==> config.mk <==
export PLATFORM = sky130hd
export DESIGN_NAME = fib_seq_ctrl_flat
export DESIGN_NICKNAME = d
export VERILOG_FILES = /design/src/rtl/fib_seq_ctrl_if.sv /design/src/rtl/fib_seq_ctrl.sv /design/src/flat_wrapper.sv
export SDC_FILE = /design/constraint.sdc
export NUM_CORES = 1
export LEC_CHECK = 0
export BUFFER_PORTS_ARGS = -buffer_cell sky130_fd_sc_hd__buf_2
export CORE_AREA = 2 2 88 90
export CTS_BUF_LIST = sky130_fd_sc_hd__clkbuf_4
export DETAILED_ROUTE_END_ITERATION = 7
export DIE_AREA = 0 0 90 92
export HOLD_SLACK_MARGIN = 0.15
export PLACE_DENSITY = 0.82
export SYNTH_ARGS = -nofsm -noshare
export SYNTH_HDL_FRONTEND = slang
export SYNTH_SLANG_ARGS = --single-unit
==> constraint.sdc <==
create_clock -name clk -period 3 [get_ports clk]
set_input_delay 0.6 -clock clk [delete_from_list [all_inputs] [get_ports clk]]
set_output_delay 0.6 -clock clk [all_outputs]
set_load 0.01 [all_outputs]
==> src/rtl/fib_seq_ctrl_if.sv <==
// Shared-ALU request/grant bus between the Fibonacci sequencer (master) and the ALU arbiter (slave).
// The grant is same-cycle and combinational; sum and carry are valid in the grant cycle.
interface fib_seq_ctrl_if #(
    parameter int W = 16
) ();
    logic         alu_req;
    logic         alu_gnt;
    logic [1:0]   alu_op;
    logic [W-1:0] alu_a;
    logic [W-1:0] alu_b;
    logic [W-1:0] alu_sum;
    logic         alu_carry;

    modport master (
        output alu_req, alu_op, alu_a, alu_b,
        input  alu_gnt, alu_sum, alu_carry
    );

    modport slave (
        input  alu_req, alu_op, alu_a, alu_b,
        output alu_gnt, alu_sum, alu_carry
    );
endinterface

==> src/rtl/fib_seq_ctrl.sv <==
// Fibonacci sequencer: F(pos) in pos cycles via the borrowed ALU adder; stalls indefinitely while grant is low.
// FIB_SAT_EN: when defined, a carry abort saturates result to all-ones instead of keeping the truncated sum.
module fib_seq_ctrl #(
    parameter int         W          = 16,
    parameter int         PW         = 9,
    parameter logic [1:0] ALU_OP_ADD = 2'b00
) (
    input  logic          clk,
    input  logic          rst,
    input  logic          start,
    input  logic [PW-1:0] pos,
    output logic          busy,
    output logic          done,
    output logic [W-1:0]  result,
    output logic          ovf,
    fib_seq_ctrl_if.master alu
);
    typedef enum logic [1:0] {
        IDLE = 2'd0,
        RUN  = 2'd1,
        DONE = 2'd2
    } state_t;

    state_t        state;
    state_t        state_nxt;
    logic [W-1:0]  f_prev;
    logic [W-1:0]  f_curr;
    logic [PW-1:0] cnt;
    logic [PW-1:0] pos_q;
    logic [PW-1:0] cnt_inc;
    logic          accept;
    logic          step;
    logic          trivial;

    assign cnt_inc = cnt + PW'(1);
    // F(0) and F(1) are the index itself, so no ALU traffic is needed.
    assign trivial = (pos <= PW'(1));

    always_ff @(posedge clk or posedge rst) begin
        if (rst) begin
            state <= IDLE;
        end else begin
            state <= state_nxt;
        end
    end

    always_comb begin
        state_nxt     = state;
        busy          = 1'b0;
        done          = 1'b0;
        accept        = 1'b0;
        step          = 1'b0;
        alu.alu_req   = 1'b0;
        alu.alu_op    = 2'b00;
        alu.alu_a     = '0;
        alu.alu_b     = '0;
        case (state)
            IDLE: begin
                if (start) begin
                    accept    = 1'b1;
                    state_nxt = trivial ? DONE : RUN;
                end
            end
            RUN: begin
                busy        = 1'b1;
                alu.alu_req = 1'b1;
                alu.alu_op  = ALU_OP_ADD;
                alu.alu_a   = f_prev;
                alu.alu_b   = f_curr;
                if (alu.alu_gnt) begin
                    step = 1'b1;
                    if (alu.alu_carry || (cnt_inc == pos_q)) begin
                        state_nxt = DONE;
                    end
                end
            end
            DONE: begin
                busy      = 1'b1;
                done      = 1'b1;
                state_nxt = IDLE;
            end
            default: begin
                state_nxt = IDLE;
            end
        endcase
    end

    always_ff @(posedge clk or posedge rst) begin
        if (rst) begin
            f_prev <= '0;
            f_curr <= '0;
            cnt    <= '0;
            pos_q  <= '0;
            result <= '0;
            ovf    <= 1'b0;
        end else if (accept) begin
            pos_q  <= pos;
            f_prev <= '0;
            f_curr <= W'(1);
            cnt    <= PW'(1);
            ovf    <= 1'b0;
            if (trivial) begin
                result <= W'(pos);
            end
        end else if (step) begin
            f_prev <= f_curr;
            f_curr <= alu.alu_sum;
            cnt    <= cnt_inc;
            if (alu.alu_carry) begin
                ovf <= 1'b1;
`ifdef FIB_SAT_EN
                result <= '1;
`else
                result <= alu.alu_sum;
`endif
            end else if (cnt_inc == pos_q) begin
                result <= alu.alu_sum;
            end
        end
    end
endmodule

==> src/flat_wrapper.sv <==
// flat-port wrapper written by rule: the top's interface ports become plain ports
module fib_seq_ctrl_flat 
#(
    parameter int         W          = 16,
    parameter int         PW         = 9,
    parameter logic [1:0] ALU_OP_ADD = 2'b00
)
  (clk, rst, start, pos, busy, done, result, ovf, alu_alu_req, alu_alu_op, alu_alu_a, alu_alu_b, alu_alu_gnt, alu_alu_sum, alu_alu_carry);
  fib_seq_ctrl_if #(.W(W)) alu_i ();
  input  logic clk;
  input  logic rst;
  input  logic start;
  input  logic [PW-1:0] pos;
  output logic busy;
  output logic done;
  output logic [W-1:0] result;
  output logic ovf;
  output wire logic [$bits(alu_i.alu_req)-1:0] alu_alu_req;
  output wire logic [$bits(alu_i.alu_op)-1:0] alu_alu_op;
  output wire logic [$bits(alu_i.alu_a)-1:0] alu_alu_a;
  output wire logic [$bits(alu_i.alu_b)-1:0] alu_alu_b;
  input wire logic [$bits(alu_i.alu_gnt)-1:0] alu_alu_gnt;
  input wire logic [$bits(alu_i.alu_sum)-1:0] alu_alu_sum;
  input wire logic [$bits(alu_i.alu_carry)-1:0] alu_alu_carry;
  assign alu_alu_req = alu_i.alu_req;
  assign alu_alu_op = alu_i.alu_op;
  assign alu_alu_a = alu_i.alu_a;
  assign alu_alu_b = alu_i.alu_b;
  assign alu_i.alu_gnt = alu_alu_gnt;
  assign alu_i.alu_sum = alu_alu_sum;
  assign alu_i.alu_carry = alu_alu_carry;
  fib_seq_ctrl #(.W(W), .PW(PW), .ALU_OP_ADD(ALU_OP_ADD)) u_core (.clk(clk), .rst(rst), .start(start), .pos(pos), .busy(busy), .done(done), .result(result), .ovf(ovf), .alu(alu_i));
endmodule
-- Word level (Yosys, flattened, before mapping)
Index checks and enable logic that the tools add are counted.
- register bits: 69
- bits of input ports: 30
- logic and storage cells: 53
- add/subtract/negate cells: 1
- order comparisons: 1
- equality and inequality tests: 7
- muxes and demuxes: 28
- reductions and logical operators: 9
- operators with widths (cell ; number):
    2-to-1 mux 16 bit ; 11
    2-to-1 mux 9 bit ; 2
    2-to-1 mux 1 bit ; 10
    adder 9 x 1 -> 9 bit, second input constant ; 1
    equality test 9 bit ; 1
    <= comparator 9 x 1 -> 1 bit, second input constant ; 1
    2-to-1 mux 2 bit ; 4
    inequality test 2 bit, second input constant ; 3
    AND reduction 3 bit ; 2
    case mux 2 bit (2 select lines) ; 1
    nonzero test 2 bit ; 2
    nonzero test 3 bit ; 1
    equality test 2 x 1 -> 1 bit, second input constant ; 1
    equality test 2 bit, second input constant ; 1
    logical NOT 2 bit ; 1
    inequality test 2 x 1 -> 1 bit, second input constant ; 1
    AND reduction 2 bit ; 1
    OR reduction 2 bit ; 1
    logical OR 1 bit ; 1

-- Longest topological paths before layout
- depth after elaboration: 6
- mapped depth: 9
- mapped depth without buffers: 7

-- Worst setup path after synthesis
Ideal clock, no wire load.
- kind: flip-flop to flip-flop
- start point: register u_core.cnt[0]
- end point: register u_core.result[0]
- arrival: 1.979 ns
- data required time: 2.872 ns
- slack: 0.894 ns
- stages on the path, launching flop included: 8
- path buffers: 0
- cells stage by stage: dfrtp_1 ha_1 nor3b_1 o21a_1 o311ai_1 a21oi_2 o21ai_4 mux2_1
- word-level cells in the longest chain between the ends: 4
- ends and longest elaborated chain (what ; RTL line ; RTL):
    start, declared ; fib_seq_ctrl.sv:28 ; logic [PW-1:0] cnt;
    start signal, assigned ; fib_seq_ctrl.sv:108 ; cnt <= cnt_inc;
    adder 9 x 1 -> 9 bit ; fib_seq_ctrl.sv:35 ; assign cnt_inc = cnt + PW'(1);
    equality test 9 bit ; fib_seq_ctrl.sv:116 ; end else if (cnt_inc == pos_q) begin
    nonzero test 3 bit (no line) ; - ;
    AND reduction 3 bit (no line) ; - ;
    end signal, assigned ; fib_seq_ctrl.sv:103 ; result <= W'(pos);
    end signal, assigned ; fib_seq_ctrl.sv:114 ; result <= alu.alu_sum;
    end signal, assigned ; fib_seq_ctrl.sv:117 ; result <= alu.alu_sum;
    end, declared ; fib_seq_ctrl.sv:14 ; output logic [W-1:0] result,
No other way between the ends.
A chain may end at the register's enable or synchronous reset.

-- Final worst setup path
- start point: register u_core.cnt[0]
- end point: register u_core.result[11]
Same word-level chain as after synthesis.

==> results summary <==
The run finished with clean final reports. The commonest cells after synthesis are nand2_1 (120), dfrtp_1 (69), a21oi_1 (36). The area overhead of the layout relative to synthesis is 17.2%. The arrival time of data at the critical path endpoint is 2700 ps. The initialized floorplan defines 32 standard-cell rows. The total inserted antenna cells came out at 0.

The path class of the tightest hold or removal check is in2async. In this run the vertical extent of the chip is 92 um. The first routing iteration left 252 violations. In this run, synthesis inferred 0 flip-flops with an integrated enable. For the worst setup path, the data required time is 3340 ps. The routed length on met2 is 3800 um.

The power per cell area is 795 mW/mm^2. The total setup buffers inserted after CTS is 0. The DRC violation count after routing is 0.

The number of nets with antenna violations after routing came out at 0. The total of hold buffers inserted after clock tree synthesis is 0. In this design, the critical path's most frequently occurring cell is mux2i_1. The post-layout net count came out at 508. The CTS sink count is 69. The maximum clock frequency is 0.425 GHz.

The critical path is of the reg2reg type. The source-to-sink clock delay at the later pin of the worst-skew pair came out at 430 ps. Setup repair after global routing left no endpoint under its margin.

Global routing used 21.2% of the available tracks. The share of cells above drive strength 1 is 23.6%. TritonCTS built the clock tree. The number of global-route vias before repair was 2,917. The Yosys step of the flow raised 0 warnings. The final clock period utilization by the worst path is 78.5%. The count of distinct cell types in the synthesized netlist is 45. Hold timing on the final database bottoms out at a slack of 324 ps. After detailed routing, the average wire length per cell comes to 14.2 um.

Entering global routing, the biggest net connects 51 pins. The biggest cell delay along the critical path came out at 460 ps. Among all cell types in the netlist, the one instantiated most often is nand2_1. In this run the count of I/O pins placed on the die edge is 84.

The initial antenna violation count came out at 0. The root buffer cell chosen for the clock tree is clkbuf_4. The max-cap violation count came out at 0. The HPWL after detailed placement is 5850 um.

Net switching is 39.5% of the power. The maximum level of the CTS H-tree came out at 3. The overall routed net length is 8230 um. The biggest area contributor in the post-synthesis netlist is dfrtp_1.

STA classifies the critical path startpoint as a flop. The final hold violation count is 0. The number of standard cells after synthesis came out at 398. The startpoint of the worst-slack reg-to-reg timing path is u_core.cnt[0].

The total met3 wirelength after detailed routing is 445 um. The proportion of power drawn by the clock network is 17.9%. The cell class contributing the biggest share of worst-path delay is multiplexers. The number of buffers and inverters on the critical path is 1.

Per report_power, the combinational group accounts for 37.1% of the total. The pin slew with the least headroom to its limit came out at 817 ps. The routed metal-1 wire length came out at 3850 um.

In the post-synthesis netlist, the biggest area contributors are dfrtp_1 (49%), nand2_1 (13%), and2_1 (6.2%), a21oi_1 (5.1%), mux2i_1 (4.5%). The overall die area is 0.00828 mm^2. The core area is 0.00745 mm^2.

The share of power burned in registers is 45.0%. Summed over all cells, the static leakage comes to 2.17 nW. The detailed-routing iteration count for the pre-antenna-repair pass is 5. The slowest stage of the critical path is the dfrtp_1 cell.

Walking the worst path, the cells encountered are ha_1, nand3_1, nor2_1, mux2i_1, a21oi_2, o21ai_4, buf_4, mux2i_1. The post-synthesis average cell area is 8.85 um^2. After clock tree synthesis, the clock-pin slew on the worst setup and hold paths is 120 ps. The critical path capture point type is a flop. The total overflow left after global routing is 0. The net switching power is 1.30 mW. After synthesis, the largest area contributor takes up 49.0% of total cell area.

The global-route wire length before repair came out at 14,000 um. The placer congestion estimate is 0.853. The total setup violations reported at the end of the flow is 0. The maximum resistive drop on vdd is 0.000321 V.

The share of flip-flops with an asynchronous set or reset after synthesis is 100%. The clock tree skew after final layout came out at 18.5 ps. The detailed-route vias per instance is 5.07. The count of vias placed by the detailed router is 2,938. In this run the top signal layer used is met4.

Gates resized during post-CTS repair numbered 0. The instance count on the critical path is 8. The capturing point of the worst reg2reg path is u_core.result[11].

In this run the horizontal extent of the chip is 90 um. The synthesis-stage register bit count came out at 69. The internal portion of the total power is 1.98 mW. The count of buffers from port buffering came out at 81. The final max-slew violation count came out at 0.

The register-to-register path setup slack came out at 650 ps. In the synthesized netlist the dominant register cell turns out to be dfrtp_1. The time the worst path needs with I/O delays and setup came out at 2350 ps. The effective utilization at floorplan came out at 47.3%.

The worst pin sits at a relative slew slack of 45.5%. The worst-path maximum fanout came out at 15. The post-synthesis cell area is 0.00352 mm^2.

The worst-case clock buffer depth came out at 2. Summed over all failing endpoints, the final setup total negative slack is 0 ps. For the worst flop-to-flop path, the logic depth is 8. Buffers inserted during clock tree synthesis total 9. The sequential-to-total area share from yosys stat is 49.0%.
-- per-layer routing --
metal | GRT usage, % | up-vias
met3 | 5.67 | 8
met4 | 7.18 | 0
met1 | 29.8 | 1408
met5 | 0 | -
met2 | 32.0 | 92
li1 | - | 1430
-- sequential cells by signal, summed over array words and instances (netlist names) --
| signal | cells |
|---|---|
| u_core.cnt | 9 |
| u_core.f_curr | 16 |
| u_core.f_prev | 16 |
| u_core.ovf | 1 |
| u_core.pos_q | 9 |
| u_core.result | 16 |
| u_core.state | 2 |
-- worst reg2reg max path, stage by stage (launching register included) --
cell and delay, ps:
dfrtp_1 460, ha_1 300, nand3_1 140, nor2_1 290, mux2i_1 280, a21oi_2 120, o21ai_4 170, buf_4 300
mux2i_1 230
-- power by group through the flow --
stage / clock network [mW] / registers (mW) / logic [mW]
global placement: 0 / 1.48 / 1.17
detailed placement: 0 / 1.49 / 1.22
global route: 0.643 / 1.52 / 1.38
finish: 0.589 / 1.48 / 1.22
floorplan: 0 / 1.48 / 0.819
CTS: 0.596 / 1.47 / 1.23
-- worst max-delay path by stage --
stage                   from                 to  slack [ps]
2_1_floorplan            rst      u_core.cnt[0]         660
3_5_place_dp   u_core.cnt[0]   u_core.result[1]         660
6_report       u_core.cnt[0]  u_core.result[11]         650
5_1_grt        u_core.cnt[0]  u_core.result[14]         460
4_1_cts        u_core.cnt[0]  u_core.result[11]         640
3_3_place_gp   u_core.cnt[0]   u_core.result[2]         810
-- final cells by class --
cell class,instances,area [um^2]
clock buffers,9,67.6
clock inverters,6,65.1
fillers,687,3320
inverters,20,75.1
multi-input cells,284,1590
flip-flops and latches,69,1730
well taps,102,128
repair buffers,90,473
-- through the flow --
step                instances  cell area, um^2  power (mW)  setup WS, ps  util (%)
finish                    580             4130        3.28           646      55.4
global route              580             4130        3.54           464      55.4
CTS                       580             4130        3.29           641      55.4
detailed placement        565             4000        2.71           663      53.6
global placement          565             4000        2.65           807      53.6
floorplan                 399             3530        2.30           660         -
-- cells by family (layout without fill, tap and decap cells) --
kind of cell / Yosys count / count (layout) / share of synthesized area, %
buffers and inverters: 46 / 125 / 5.89
XOR/XNOR: 13 / 13 / 3.23
adder cells (fa/ha/maj): 4 / 4 / 1.42
other: 1 / 2 / 0.106
flip-flops: 69 / 69 / 49.0
AO/OA/AOI/OAI: 54 / 54 / 9.52
AND/OR/NAND/NOR: 193 / 193 / 25.6
multiplexers: 18 / 18 / 5.18
-- cell usage in the layout, fill, tap and decap left out, types with 9 or more instances in the layout --
master,Yosys,routed
nand2_1,120,120
buf_2,3,81
clkbuf_4,0,9
nor2_1,9,9
mux2i_1,16,16
buf_4,4,9
inv_1,20,19
dfrtp_1,69,69
a21oi_1,36,36
and2_1,35,35
No activity file was read; power rests on OpenSTA's default activity.
